`src/rtl/coin_acceptor.sv`:
```
// ============================================================================
// coin_acceptor
// ----------------------------------------------------------------------------
// Front-end stage for the vending FSM's 2-bit coin input. It debounces three
// raw coin-sensor lines, rejects hits that involve more than one sensor, and
// flags a jam when a sensor stays active long after its coin was taken. Each
// accepted coin appears as a single-cycle code on 'coin'. The idle code is
// 2'b11. A qualified coin is held back while the vending FSM is dispensing.
//
// Parameters
//   DEB_CYCLES  consecutive stable cycles needed to qualify a press/release
//   JAM_CYCLES  active-sensor cycles after emit before a jam is declared
//   CW          width of the internal cycle counters and of coin_cnt
//
// Ports
//   clk      in   1   system clock, rising edge
//   rst      in   1   synchronous reset, active-low
//   sns      in   3   raw sensors: [0]=unit, [1]=double, [2]=large coin
//   vend     in   1   dispense in progress (coin emission is deferred)
//   coin     out  2   00 unit, 01 double, 10 large, 11 idle
//   reject   out  1   one-cycle pulse on a multi-sensor hit
//   jam      out  1   level, high while a stuck sensor is being reported
//   coin_cnt out  CW  total accepted coins, wraps modulo 2^CW
// ============================================================================
module coin_acceptor #(
    parameter int DEB_CYCLES = 4,
    parameter int JAM_CYCLES = 255,
    parameter int CW         = 8
) (
    input  logic          clk,
    input  logic          rst,
    input  logic [2:0]    sns,
    input  logic          vend,
    output logic [1:0]    coin,
    output logic          reject,
    output logic          jam,
    output logic [CW-1:0] coin_cnt
);

    typedef enum logic [2:0] {
        IDLE    = 3'd0,
        QUAL    = 3'd1,
        EMIT    = 3'd2,
        RELEASE = 3'd3,
        JAM     = 3'd4
    } state_t;

    localparam logic [CW-1:0] DEB_TERM = CW'(DEB_CYCLES);
    localparam logic [CW-1:0] JAM_TERM = CW'(JAM_CYCLES);
    localparam logic [CW-1:0] ONE      = CW'(1);

    state_t        state, state_d;
    logic [2:0]    cand, cand_d;
    logic [CW-1:0] cnt, cnt_d;
    logic [CW-1:0] relcnt, relcnt_d;
    logic [CW-1:0] jcnt, jcnt_d;

    logic [1:0]    coin_d;
    logic          reject_d;
    logic          jam_d;
    logic [CW-1:0] coin_cnt_d;

    logic          sns_zero;
    logic          sns_onehot;
    logic          bad_hit;
    logic          emit;
    logic [1:0]    cand_code;

    assign sns_zero   = (sns == 3'b000);
    assign sns_onehot = (sns == 3'b001) || (sns == 3'b010) || (sns == 3'b100);

    // Sensor bit to coin code; cand is always one-hot once latched.
    always_comb begin
        case (cand)
            3'b010:  cand_code = 2'b01;
            3'b100:  cand_code = 2'b10;
            default: cand_code = 2'b00;
        endcase
    end

    // State register. Also holds the counters, the candidate sensor and the
    // registered outputs so every output changes only on a clock edge.
    always_ff @(posedge clk) begin
        if (!rst) begin
            state    <= IDLE;
            cand     <= 3'b000;
            cnt      <= '0;
            relcnt   <= '0;
            jcnt     <= '0;
            coin     <= 2'b11;
            reject   <= 1'b0;
            jam      <= 1'b0;
            coin_cnt <= '0;
        end else begin
            state    <= state_d;
            cand     <= cand_d;
            cnt      <= cnt_d;
            relcnt   <= relcnt_d;
            jcnt     <= jcnt_d;
            coin     <= coin_d;
            reject   <= reject_d;
            jam      <= jam_d;
            coin_cnt <= coin_cnt_d;
        end
    end

    // Next-state logic. Counters are compared after incrementing, so the
    // transition happens on the edge that brings a counter to its terminal
    // value; a counter therefore never runs past that value within a state.
    // Every path into RELEASE clears both release counters so jam timing is
    // measured from the moment the coin (or rejected hit) was handled.
    always_comb begin
        state_d  = state;
        cand_d   = cand;
        cnt_d    = cnt;
        relcnt_d = relcnt;
        jcnt_d   = jcnt;
        bad_hit  = 1'b0;
        emit     = 1'b0;

        case (state)
            IDLE: begin
                if (sns_onehot) begin
                    cand_d  = sns;
                    cnt_d   = ONE;
                    state_d = (DEB_TERM == ONE) ? EMIT : QUAL;
                end else if (!sns_zero) begin
                    bad_hit  = 1'b1;
                    relcnt_d = '0;
                    jcnt_d   = '0;
                    state_d  = RELEASE;
                end
            end

            QUAL: begin
                if (sns == cand) begin
                    cnt_d = cnt + ONE;
                    if (cnt + ONE == DEB_TERM) begin
                        state_d = EMIT;
                    end
                end else if (sns_zero) begin
                    cnt_d   = '0;
                    state_d = IDLE;
                end else begin
                    bad_hit  = 1'b1;
                    relcnt_d = '0;
                    jcnt_d   = '0;
                    state_d  = RELEASE;
                end
            end

            EMIT: begin
                if (!vend) begin
                    emit     = 1'b1;
                    relcnt_d = '0;
                    jcnt_d   = '0;
                    state_d  = RELEASE;
                end
            end

            // Re-arm only after a debounced release; a sensor that keeps
            // reporting long after its coin was taken is treated as stuck.
            RELEASE: begin
                if (sns_zero) begin
                    relcnt_d = relcnt + ONE;
                    if (relcnt + ONE == DEB_TERM) begin
                        cnt_d    = '0;
                        relcnt_d = '0;
                        jcnt_d   = '0;
                        state_d  = IDLE;
                    end
                end else begin
                    relcnt_d = '0;
                    jcnt_d   = jcnt + ONE;
                    if (jcnt + ONE == JAM_TERM) begin
                        state_d = JAM;
                    end
                end
            end

            JAM: begin
                if (sns_zero) begin
                    relcnt_d = relcnt + ONE;
                    if (relcnt + ONE == DEB_TERM) begin
                        cnt_d    = '0;
                        relcnt_d = '0;
                        jcnt_d   = '0;
                        state_d  = IDLE;
                    end
                end else begin
                    relcnt_d = '0;
                end
            end

            default: begin
                state_d = IDLE;
            end
        endcase
    end

    // Output logic. emit and bad_hit come from mutually exclusive branches,
    // so a coin code and a reject pulse can never be registered together.
    always_comb begin
        coin_d     = emit ? cand_code : 2'b11;
        reject_d   = bad_hit;
        jam_d      = (state_d == JAM);
        coin_cnt_d = coin_cnt + CW'(emit);
    end

endmodule

```
`config.mk`:
```
export PLATFORM = sky130hd
export DESIGN_NAME = coin_acceptor
export DESIGN_NICKNAME = d
export VERILOG_FILES = /design/src/rtl/coin_acceptor.sv
export SDC_FILE = /design/constraint.sdc
export NUM_CORES = 1
export LEC_CHECK = 0
export ABC_AREA = 1
export CAP_MARGIN = 15
export CORE_AREA = 2 2 75 77
export DETAILED_ROUTE_END_ITERATION = 10
export DIE_AREA = 0 0 77 79
export SLEW_MARGIN = 20
export SYNTH_ARGS = -nofsm -noshare
export SYNTH_HDL_FRONTEND = slang
export SYNTH_SLANG_ARGS = --single-unit
```
`constraint.sdc`:
```
create_clock -name clk -period 2 [get_ports clk]
set_clock_uncertainty 0.05 [all_clocks]
set_input_delay 0.2 -clock clk [delete_from_list [all_inputs] [get_ports clk]]
set_output_delay 0.2 -clock clk [all_outputs]
set_load 0.005 [all_outputs]
```
# Word level (Yosys, flattened, before mapping)
# Cells that the tools add are included.
# word_totals
reg_bits	42
inputBits	6
out_inout_bits	12
elab_cells	86
# op_classes
n_addsub	4
n_eq_ne	22
muxes	38
reduce_logical	13
# ops
op	count
two-way mux 8 bit	17
case mux 8 bit (5 select lines)	1
case mux 8 bit (4 select lines)	1
two-way mux 3 bit	9
adder 8 x 1 -> 8 bit, second input constant	3
case mux 8 bit (3 select lines)	1
equality test 8 x 3 -> 1 bit, second input constant	2
case mux 3 bit (5 select lines)	1
equality test 3 x 2 -> 1 bit, second input constant	4
equality test 3 bit, second input constant	4
!= test 2 bit, second input constant	5
AND reduction 5 bit	2
adder 8 x 1 -> 8 bit	1
equality test 8 bit, second input constant	1
equality test 3 x 1 -> 1 bit, second input constant	2
logical NOT 3 bit	2
two-way mux 1 bit	5
nonzero test 5 bit	1
!= test 2 x 1 -> 1 bit, second input constant	2
case mux 2 bit (2 select lines)	1
AND reduction 2 bit	2
AND reduction 4 bit	1
nonzero test 4 bit	1
equality test 3 bit	1
other kinds (6)	7

# Logic depth before layout (Yosys ltp)
# depth
word_depth	6
depth_mapped	14
depth_no_buf	14

# Least setup slack after synthesis
# OpenSTA, ideal clock, no wires.
# synth_timing
path_type	register -> register
from	register state[1]
to	register coin_cnt[7]
setup_time_ns	0.128
arrival_ns	1.625
t_required_ns	1.822
path_slack_ns	0.197
stages_incl_launch_ff	14
path_buffers	0
synth_period_minus_slack_ns	1.803
cell_sequence	dfxtp_1 nand2_1 nor2_1 inv_1 nor2_1 ha_1 nand3_1 nor2_1 inv_1 nor2_1 inv_1 nor3_1 xnor2_1 nor2_1
# synth_via
elab_chain_len	3
# synth_lines
element	line_no	text
start: declaration	52	state_t state, state_d;
start signal: assignment	95	state <= state_d;
equality test 3 x 2 -> 1 bit	121	case (state)
two-way mux 1 bit	121	
adder 8 x 1 -> 8 bit	207	coin_cnt_d = coin_cnt + CW'(emit);
end signal: assignment	103	coin_cnt <= coin_cnt_d;
end: declaration	37	output logic [CW-1:0] coin_cnt
# No other way between the ends.
# A chain may end at the register's enable or synchronous reset.

# Worst setup path after layout
# layout_timing
from	register state[2]
to	register coin_cnt[7]
# Same word-level chain as after synthesis.

==> impl_metrics.toml <==
[sta]
fmaxAchievable_mhz = 553
setup_violation_total_in_the_final_timing_report = 0
timing.final.max_slew_violations = 0
grt_setup_unrepaired = "false"
relative_slew_margins_pct = 82.1
tightest_slew_ns = 0.266
layout_setup_ws_ns = 0.193
timing.final.hold_violations = 0
final.period_utilization_pct = 90.3
setup_tns_ns = 0
period_needed_ns = 1.81

[logic_synthesis]
leading_register_cell_type_out_of_synthesis = "sky130_fd_sc_hd__dfxtp_1"
yosys_warnings = 0
synthesis.area_um2 = 2330
async_reset_ff_share_pct = 0
synth_seq_cells = 42
number_of_instances_in_the_synthesized_netlist = 341
yosysUniqueCellTypes = 31
mean_instance_size_in_the_synthesized_netlist_um2 = 6.84
number_of_enable_type_register_cells_in_the_synthesized_netlist = 0
synthesis.nets = 353
seq_area_frac_synth_pct = 36.1

[pwr]
power.net_switching_uw = 722
p_leak_uw = 0.00114
design_power_total_uw = 2210
power_density_nw_per_um2 = 787
vdd.ir_drop.worst_mv = 0.482
clock_power_share_pct = 29.7
gate_power_share_pct = 28.0
seq_power_share_pct = 42.3
cellInternalPower_uw = 1490
switching_share_pct = 32.6

[setup_path]
critPathLaunch = "state[2]"
critPathRequiredTime_ns = 2.13
setup.worst_path.start_class = "flop"
critical_path.cell_chain = "inv_2, nand2_1, nor2_2, inv_1, nor2_2, ha_1, nand3_1, nor2_1, inv_1, nor2_1, inv_1, nor3_2, xnor2_1, nor2_1"
critPathArrivalTime_ns = 1.94
crit_path_max_incr_delay_ns = 0.32
ff2ff_path_depth = 14
crit_path_end = "coin_cnt[7]"
maximum_fanout_along_the_worst_path = 3
ff2ff_setup_slack_ns = 0.19
timing_worst_setup_path_type = "flop to flop"
worst_setup_ep_type = "flop"
cpMaxStageDelayCell = "sky130_fd_sc_hd__dfxtp_1"
critical_path.reg2reg.startpoint = "state[2]"
rr_endpoint = "coin_cnt[7]"

[grt]
grt_overflow = 0
pin_count_of_the_biggest_net_entering_global_routing = 16
first_global_vias = 2068
grtUsageTotal_pct = 17.7
antenna_found_initial = 0
grt_first_pass_wirelength_um = 8820

[route]
ant_nets = 0
firstDrtPassIters = 4
route.vias.total = 2146
routed_wire_length_per_instance_um = 11.0
drcViolationCount = 0
initialDrtViolationCount = 65
vias_per_cell = 4.79
route.final.wire_length_um = 4940

[min_path]
class_of_the_worst_hold_path = "flop to flop"
hold-path-cell-count = 2

[run_status]
run_status = "complete, no violations"

[clock_tree]
cts.repair_timing.setup_buffer_count = 0
clockBufferDepth = 2
cts_tree = "built"
clk-insertion-delay-late_ns = 0.29
cts.repair.resized = 0
ctsHtreeMaxLevel = 2
cts-buffers-inserted = 5
hold_buf_cts = 0
clkSlewWorstSetupHoldPaths_ns = 0.08
ctsRootBufferMaster = "sky130_fd_sc_hd__clkbuf_8"
sinks_on_the_clock_net = 42

[cells_and_area]
flow.area_growth_from_synthesis_pct = 20.6
insertedDiodeCount = 0
layout_net_count = 387
layout-drive-gt1-share_pct = 16.8
final_cell_mix = "sky130_fd_sc_hd__nand2_1 (86), sky130_fd_sc_hd__inv_1 (43), sky130_fd_sc_hd__dfxtp_1 (40)"
mostFrequentLayoutCell = "sky130_fd_sc_hd__nand2_1"

[floorplanning]
initial_utilization_pct = 43.7
die_y_um = 79
die-width_um = 77
ios = 18
core_um2 = 5340
fp-row-count = 27
design.die.area_um2 = 6080

[placed_design]
place_worst_setup_slack_ns = 0.0106
globalplace.congestion = 0.849
port_buffers = 17
dp_hpwl_um = 3730

[job]
maxCapViolations = 0
[flip-flops by register name, summed over array words and instances, names as in the netlist]
register,cells
cnt,8
coin_cnt,8
jcnt,8
relcnt,8
cand,3
state,3
coin,2
jam,1
reject,1
[area by class of cell]
| cell class | instances | area, um2 |
|---|---|---|
| fill | 570 | 2530 |
| multi-input combinational | 245 | 1300 |
| sequential | 42 | 843 |
| timing repair buffer | 32 | 283 |
| inverter | 49 | 184 |
| tap | 72 | 90.1 |
| clock buffer | 5 | 68.8 |
| clock inverter | 3 | 40.0 |
[synthesized netlist by cell type, types with 2 or more instances]
cell type                  count  area (um2)
sky130_fd_sc_hd__nand2_1      86         323
sky130_fd_sc_hd__nand4_1       8        50.1
sky130_fd_sc_hd__nand2_2       9        56.3
sky130_fd_sc_hd__xor2_1        7        61.3
sky130_fd_sc_hd__xnor2_1       8        70.1
sky130_fd_sc_hd__inv_2         6        22.5
sky130_fd_sc_hd__or2_2         3        18.8
sky130_fd_sc_hd__dfxtp_1      42         841
sky130_fd_sc_hd__nor2_2        7        43.8
sky130_fd_sc_hd__nand2_4       2        22.5
sky130_fd_sc_hd__o21ai_0       7        35.0
sky130_fd_sc_hd__nor3_1        2        10.0
sky130_fd_sc_hd__inv_1        43         161
sky130_fd_sc_hd__ha_1          6        75.1
sky130_fd_sc_hd__nand3_1      22         110
sky130_fd_sc_hd__o31ai_1       2        15.0
sky130_fd_sc_hd__nor2_1       27         101
sky130_fd_sc_hd__o21ai_1       4        20.0
sky130_fd_sc_hd__clkbuf_1      3        11.3
sky130_fd_sc_hd__a21oi_1      36         180
[through the flow]
step	hold slack, ns	instance area (um2)	instances	util [%]
floorplan	0.271	2330	341	-
global placement	0.412	2680	440	50.2
detailed placement	0.421	2680	440	50.2
CTS	0.429	2790	448	52.3
global route	0.445	2810	448	52.7
finish	0.434	2810	448	52.7
[per-layer routing]
metal	vias to the layer above	global-route usage [%]	share of wire, %
met5	-	0	0
met4	0	5.36	1.0
met3	6	3.64	3.0
met2	23	31.7	48
met1	966	21.5	48
li1	1151	-	-
[power by group through the flow]
stage	sequential, uW	combinational (uW)	clock (uW)
final	936	619	658
after global routing	944	692	720
after CTS	935	616	686
after detailed placement	953	613	0
after global placement	953	610	0
after floorplan	954	417	0
[cells by family after synthesis]
kind of cell | Yosys count | share of synthesized area, %
compound gates | 53 | 12.0
xor+xnor | 15 | 5.64
fa+ha+maj | 6 | 3.22
buf+inv | 54 | 8.91
flops | 42 | 36.1
simple gates | 171 | 34.2
[worst max-delay path: cells and delay by family, from the launching register on]
| family | cells | cell delay, ns |
|---|---|---|
| DFF | 1 | 0.32 |
| xor gates and xnor gates | 1 | 0.13 |
| buffers and inverters | 4 | 0.25 |
| adders and majority gates | 1 | 0.18 |
| and+or+nand+nor | 8 | 0.76 |
[how the worst min path moves through the flow]
stage | start | endpoint | slack [ns]
6_report | jcnt[6] | jcnt[6] | 0.43
2_1_floorplan | vend | coin[0] | 0.27
5_1_grt | jcnt[7] | jcnt[7] | 0.45
4_1_cts | jcnt[7] | jcnt[7] | 0.43
3_5_place_dp | cnt[7] | cnt[7] | 0.42
3_3_place_gp | jcnt[7] | jcnt[7] | 0.41
(Power assumes the default switching activity.)
